<file path="src/rtl/dribbler_ctrl.sv">
// dribbler_ctrl: hall sync/debounce, dead-time blanking, duty ramp and fault FSM for the dribbler BLDC.
// Define DRIBBLER_SPEED_EN to add the hall edge period counter; otherwise period is tied to 0.
module dribbler_ctrl #(
  parameter int PWM_BITS  = 8,
  parameter int DEAD_CYC  = 16,
  parameter int RAMP_DIV  = 256,
  parameter int STALL_CYC = 1000000
) (
  input  logic                clk,
  input  logic                rst_n,
  input  logic [2:0]          hall_raw,
  input  logic                cmd_valid,
  input  logic [PWM_BITS-1:0] cmd_duty,
  output logic                cmd_ready,
  input  logic                fault_clr,
  output logic [2:0]          hall_sync,
  output logic                drv_en,
  output logic                fault,
  output logic [1:0]          state,
  output logic [23:0]         period
);
  localparam int DW = $clog2(DEAD_CYC + 1);
  localparam int RW = $clog2(RAMP_DIV + 1);
  localparam int SW = $clog2(STALL_CYC + 1);

  typedef enum logic [1:0] {IDLE = 2'b00, RAMP = 2'b01, RUN = 2'b10, FLT = 2'b11} state_t;
  state_t st, st_nx;

  logic [2:0]          s1, s2, h1, h2, hall_q, hall_qd;
  logic [DW-1:0]       blank_cnt, blank_nx;
  logic [RW-1:0]       div_cnt;
  logic [SW-1:0]       stall_cnt;
  logic [PWM_BITS-1:0] cnt, duty_cur, duty_tgt;
  logic                edge_acc, blank, inv, stall, tick, active, go_flt;

  assign edge_acc  = hall_q != hall_qd;
  assign blank_nx  = edge_acc ? DW'(DEAD_CYC) : (blank_cnt != '0 ? blank_cnt - 1'b1 : '0);
  assign blank     = blank_cnt != '0;
  assign inv       = hall_q == 3'b000 || hall_q == 3'b111;
  assign stall     = stall_cnt == SW'(STALL_CYC);
  assign tick      = div_cnt == RW'(RAMP_DIV - 1);
  assign active    = st == RAMP || st == RUN;
  assign go_flt    = st_nx == FLT;
  assign drv_en    = active & ~blank & (cnt < duty_cur);
  assign cmd_ready = st != FLT;
  assign fault     = st == FLT;
  assign state     = st;

  // hall_sync takes the latest filtered code on the final blanked cycle
  always_ff @(posedge clk or negedge rst_n) begin
    if (!rst_n) begin
      {s1, s2, h1, h2, hall_q, hall_qd, hall_sync} <= '0;
      blank_cnt <= '0;
    end else begin
      s1 <= hall_raw;
      s2 <= s1;
      h1 <= s2;
      h2 <= h1;
      if (s2 == h1 && h1 == h2) hall_q <= s2;
      hall_qd   <= hall_q;
      blank_cnt <= blank_nx;
      if (blank_nx == DW'(1)) hall_sync <= hall_q;
    end
  end

  always_ff @(posedge clk or negedge rst_n) begin
    if (!rst_n) st <= IDLE;
    else st <= st_nx;
  end

  always_comb begin
    st_nx = st;
    unique case (st)
      IDLE: st_nx = duty_tgt != '0 ? RAMP : IDLE;
      RAMP: st_nx = (stall || inv) ? FLT :
                    duty_cur == duty_tgt ? (duty_cur != '0 ? RUN : IDLE) : RAMP;
      RUN:  st_nx = (stall || inv) ? FLT : duty_tgt != duty_cur ? RAMP : RUN;
      FLT:  st_nx = fault_clr ? IDLE : FLT;
    endcase
  end

  always_ff @(posedge clk or negedge rst_n) begin
    if (!rst_n) begin
      cnt       <= '0;
      div_cnt   <= '0;
      duty_cur  <= '0;
      duty_tgt  <= '0;
      stall_cnt <= '0;
    end else begin
      cnt     <= cnt + 1'b1;
      div_cnt <= tick ? '0 : div_cnt + 1'b1;
      if (go_flt) begin
        duty_cur  <= '0;
        duty_tgt  <= '0;
        stall_cnt <= '0;
      end else begin
        if (cmd_valid && cmd_ready) duty_tgt <= cmd_duty;
        if (tick && duty_cur < duty_tgt) duty_cur <= duty_cur + 1'b1;
        else if (tick && duty_cur > duty_tgt) duty_cur <= duty_cur - 1'b1;
        stall_cnt <= (edge_acc || duty_cur == '0) ? '0 : stall ? stall_cnt : stall_cnt + 1'b1;
      end
    end
  end

`ifdef DRIBBLER_SPEED_EN
  logic [23:0] per_cnt;
  always_ff @(posedge clk or negedge rst_n) begin
    if (!rst_n) begin
      per_cnt <= '0;
      period  <= '0;
    end else if (go_flt) begin
      per_cnt <= '0;
      period  <= '0;
    end else if (edge_acc) begin
      period  <= per_cnt;
      per_cnt <= 24'd1;
    end else if (per_cnt != '1) begin
      per_cnt <= per_cnt + 1'b1;
    end
  end
`else
  assign period = '0;
`endif
endmodule

</file>
<file path="config.mk">
export PLATFORM = sky130hd
export DESIGN_NAME = dribbler_ctrl
export DESIGN_NICKNAME = d
export VERILOG_FILES = /design/src/rtl/dribbler_ctrl.sv
export SDC_FILE = /design/constraint.sdc
export NUM_CORES = 1
export LEC_CHECK = 0
export CORE_UTILIZATION = 50
export DETAILED_ROUTE_END_ITERATION = 6
export PLACE_DENSITY = 0.81
export SETUP_SLACK_MARGIN = 0.05
export SYNTH_ARGS = -nofsm -noshare
export SYNTH_HDL_FRONTEND = slang
export SYNTH_SLANG_ARGS = --single-unit
export TNS_END_PERCENT = 30
</file>
<file path="constraint.sdc">
create_clock -name clk -period 3.25 [get_ports clk]
set_input_delay 0.975 -clock clk [delete_from_list [all_inputs] [get_ports clk]]
set_output_delay 0.975 -clock clk [all_outputs]
set_load 0.02 [all_outputs]
</file>
Word-level counts from Yosys, hierarchy flattened
Index checks and enable logic that the tools add are counted.
Operators by class
  add/sub/neg operators: 6
  magnitude comparators: 3
  equal/unequal tests: 15
  multiplexer cells: 19
  bitwise logic cells: 3
  reduce and logical (&&, ||, !) cells: 16
Operator list (count)
  20-bit two-way mux: 3
  8-bit two-way mux: 5
  20-bit by 1-bit adder with 20-bit output (second input constant): 1
  20-bit equality test (second input constant): 1
  8-bit by 1-bit adder with 8-bit output (second input constant): 2
  8-bit < comparator: 2
  8-bit nonzero test: 2
  2-bit two-way mux: 6
  5-bit two-way mux: 2
  9-bit by 1-bit adder with 9-bit output (second input constant): 1
  9-bit by 8-bit equality test with 1-bit output (second input constant): 1
  9-bit two-way mux: 1
  8-bit equality test: 1
  8-bit > comparator: 1
  8-bit logical NOT: 1
  8-bit != test: 1
  2-bit one-hot mux with 4 select lines: 1
  8-bit by 1-bit subtractor with 8-bit output (second input constant): 1
  2-bit equality test (second input constant): 3
  3-bit equality test: 2
  5-bit by 1-bit equality test with 1-bit output (second input constant): 1
  5-bit nonzero test: 1
  5-bit by 1-bit subtractor with 5-bit output (second input constant): 1
  1-bit logical AND: 4
  other kinds (13): 17
Word-level totals
  register bits after elaboration: 81
  bits of input ports: 15
  output and inout bits: 32
  logic and storage cells: 76

Longest topological paths before layout
  word-level depth: 7
  gate-level depth with buffers: 14
  mapped depth without buffers: 14

Worst setup path before layout
OpenSTA, ideal clock, no wires.
  kind: register to register
  from: reg duty_cur[3]
  to: reg duty_cur[6]
  library setup time: 0.078 ns
  data arrival time: 2.790 ns
  data required time: 3.172 ns
  setup slack: 0.382 ns
  cell stages (with the launch flop): 13
  buffers on the path: 0
  clock period less this slack: 2.868 ns
  cells stage by stage: dfrtp_1 > ha_1 > a21oi_1 > a31oi_1 > nor3_2 > nand2_4 > ha_1 > nor2b_1 > o21ai_0 > a21boi_0 > or4_1 > a31o_1 > a21oi_1
Between the ends
  longest elaborated chain between the ends: 7
  elaborated cells between the ends (all ways): 20
  classes of those cells: 2 x add/sub; 2 x order compare; 3 x eq/ne; 9 x mux; 4 x reduce/logical
RTL lines
  from (decl): RTL line 33  | logic [PWM_BITS-1:0] cnt, duty_cur, duty_tgt;
  from (signal assigned): RTL line 98  | if (tick && duty_cur < duty_tgt) duty_cur <= duty_cur + 1'b1;
  from (signal assigned): RTL line 99  | else if (tick && duty_cur > duty_tgt) duty_cur <= duty_cur - 1'b1;
  8-bit nonzero test: RTL line 76  | duty_cur == duty_tgt ? (duty_cur != '0 ? RUN : IDLE) : RAMP;
  2-bit two-way mux (2 in a row): RTL line 76
  2-bit two-way mux: RTL line 75  | RAMP: st_nx = (stall || inv) ? FLT :
  2-bit one-hot mux with 4 select lines: RTL line 73  | unique case (st)
  2-bit equality test: RTL line 43  | assign go_flt = st_nx == FLT;
  3-bit nonzero test (no source line) / 8-bit two-way mux (equally long branches)
Several ways; a longest one is shown, not always the timed one. The select of a mux whose other input is x is not followed.
A chain may end at the register's enable or synchronous reset.

Final worst setup path
  from: reg duty_cur[1]
  to: reg duty_cur[7]
The elaborated chain is that of the path after synthesis.

==> metrics.cfg <==
[route]
met1Wirelength_um = 3790
top_layer_used = met4
drc = 0
vias = 3222
avgViaCountPerCell = 5.38
routed_wl_um = 8360
wl_per_cell_um = 14.0
ant_nets = 0
wl_met3_um = 258
dr_wl_met2_um = 4180
first_pass_iters = 4
drt_iter0_markers = 149

[cts]
hold_buffers = 0
clk_pin_slew_worst_paths_ns = 0.09
cts_root_buffer = clkbuf_8
cts_tree = built
clockBufferDepth = 2
htree_levels = 3
cts_sinks = 81
clock_latency_ns = 0.36
numCtsBuffers = 9

[die]
pin_count = 47
die_height_um = 96.3
coreArea_um2 = 8680
die_x_um = 96.3
row_count = 34
die_area_um2 = 9270
initial_utilization = 0.512

[synthesis]
synth_top_cell_area_share = 0.456
synth_top_family_by_area = simple AND/OR/NAND/NOR gates
ys_ff_latch = 81
yosysTopAreaCell = dfrtp_1
yosysWarnings = 0
synthArstFlopShare = 1.00
yosys.cell_types.count = 57
synth_area_um2 = 4440
muxShareOfSynthArea = 0.0234
seq_area_frac_synth = 0.456
syn_area_per_cell_um2 = 9.92
synthTopCellsByCount = dfrtp_1, nor2_1, inv_1
synth_area_leaders = dfrtp_1, ha_1, nor2_1, xnor2_1, buf_4
ys.flop_type = dfrtp_1
syn_inst = 448
synthXorXnorAreaFrac = 0.0828
yosysMostFrequentCell = dfrtp_1
synth_compound_gate_area_share = 0.0740
synthSimpleGateAreaFrac = 0.195
yosys.area_share.adder = 0.0918
synth_edf_count = 0

[global_route]
grt-ovfl-total = 0
grt_use_total = 0.194
grt_pass1_wl_um = 13600
antenna_found_initial = 0
grt_pass1_vias = 3038
grt_max_degree = 46

[worst_setup_path]
required_ns = 3.53
path_max_fanout = 5
path_class = flip-flop to flip-flop
cp_cell_sequence = buf_6 -> ha_4 -> nand4b_1 -> a31oi_1 -> nor3_2 -> nand2_4 -> ha_1 -> a21oi_2 -> o211ai_1 -> o41ai_2 -> xnor2_1 -> or3_1 -> a21oi_1
critPathLaunchType = flip-flop
endpoint_kind = flip-flop
critPathArrivalTime_ns = 3.44
crit_buf_inv = 1
slowest_stage = dfrtp_1
cp_slowest_stage_delay_ns = 0.40
reg2reg_slack_ns = 0.09
crit_family = compound AO/OA/AOI/OAI gates

[power_and_ir_drop]
p_per_area_nw_per_um2 = 495
net-switching-power_uw = 769
p_seq_frac = 0.465
comb_power_share = 0.200
switching_share = 0.306
clockPowerShare = 0.335
p_int_uw = 1740
peakVddDrop_mv = 0.318
leakagePower_uw = 0.00224
p_total_uw = 2510

[cells_and_area]
fin_nets = 533
syn_to_final_growth_pct = 14.1
filler_cell_count = 715
drive_gt1_frac = 0.116
final_util = 0.584
diodes = 0

[sta]
worst_slew_pin_slew_ns = 0.965
hold_violations = 0
worst_hold_slack_ns = 0.356
drv_slew = 0
fin_tns_setup_ns = 0
min_period_ns = 3.16
fin_skew_ns = 0.0101
max_freq_mhz = 317
timing.final.crit_share = 0.972
setup_viol = 0
slew_headroom = 0.352

[placement]
gp_congestion = 0.889
io_buffer_count = 22
dpl.hpwl_um = 5960

[min_path]
hold_class = flip-flop to flip-flop

[run_status]
status = finished, final reports clean

[run]
maxCapViolations = 0

## flip-flops by register name (all words and copies together), names as in the netlist
name	cells
s1	3
state	2
stall_cnt	20
cnt	8
hall_q	3
div_cnt	9
hall_sync	3
h1	3
h2	3
duty_tgt	8
hall_qd	3
duty_cur	8
blank_cnt	5
s2	3
## final cells by class
cell class	instances	area (um^2)	share of cell area
clock inverters	7	103	0.0202
inverters	34	129	0.0254
repair buffers	34	319	0.0629
well taps	108	135	0.0266
multi-input cells	326	2230	0.440
clock buffers	9	124	0.0244
flip-flops and latches	81	2030	0.400
## placed cells by master, fill, tap and decap left out, types with 4 or more instances in the layout
cell type and instances:
nor2_1 66, dfrtp_1 78, inv_1 30, nand2_1 21, ha_1 26, ha_4 5
buf_4 11, nand3_1 23, a21oi_1 17, mux2i_1 7, nor3_1 8, or3_1 5
clkbuf_8 9, xnor2_1 26, nor4b_1 4, o22ai_1 8, clkdlybuf4s50_1 20, and3_1 5
xor2_1 16, nand4_1 5, conb_1 24
## logic make-up (layout without fill, tap and decap cells)
kind of cell	Yosys count	after routing
AO/OA/AOI/OAI	51	51
XOR/XNOR	42	42
adder cells (fa/ha/maj)	32	32
buffers and inverters	64	84
flip-flops	81	81
multiplexers	10	10
other	1	24
AND/OR/NAND/NOR	167	167
## final timing paths
path,startpoint,cells after the start,to
min,s1[2]$_DFF_PN0_,0,s2[2]$_DFF_PN0_
max,duty_cur[1]$_DFFE_PN0P_,13,duty_cur[7]$_DFFE_PN0P_
max in group asynchronous,rst_n,2,duty_cur[4]$_DFFE_PN0P_
min reg2reg,s1[2]$_DFF_PN0_,0,s2[2]$_DFF_PN0_
min in group asynchronous,rst_n,1,h1[1]$_DFF_PN0_
max reg2reg,duty_cur[1]$_DFFE_PN0P_,13,duty_cur[7]$_DFFE_PN0P_
## stage by stage
stage                     worst slack [ns]  area (um^2)  std cells
after floorplan                      0.382         4530        471
after global placement               0.134         4730        579
after detailed placement            0.0991         4730        579
after CTS                           0.0791         4950        595
after global routing               -0.0436         5070        599
final                               0.0917         5070        599
## layer usage
layer  vias to the layer above  track usage
met5                         -            0
met4                         0       0.0697
met3                        14       0.0379
met2                        63        0.332
met1                      1594        0.243
li1                       1551            -
## timing repair
action / in CTS / in global routing
endpoints found under the setup margin: 1 / 2
gates resized for setup: 5 / 16
setup buffers: 0 / 4
pin swaps: 0 / 8
## power groups by stage
stage / Combinational [uW] / Clock, uW / Sequential (uW)
6_report: 501 / 841 / 1170
5_1_grt: 558 / 900 / 1180
4_1_cts: 491 / 852 / 1160
3_5_place_dp: 483 / 0 / 1180
3_3_place_gp: 463 / 0 / 1180
2_1_floorplan: 334 / 0 / 1190
No activity file was read; power rests on OpenSTA's default activity.
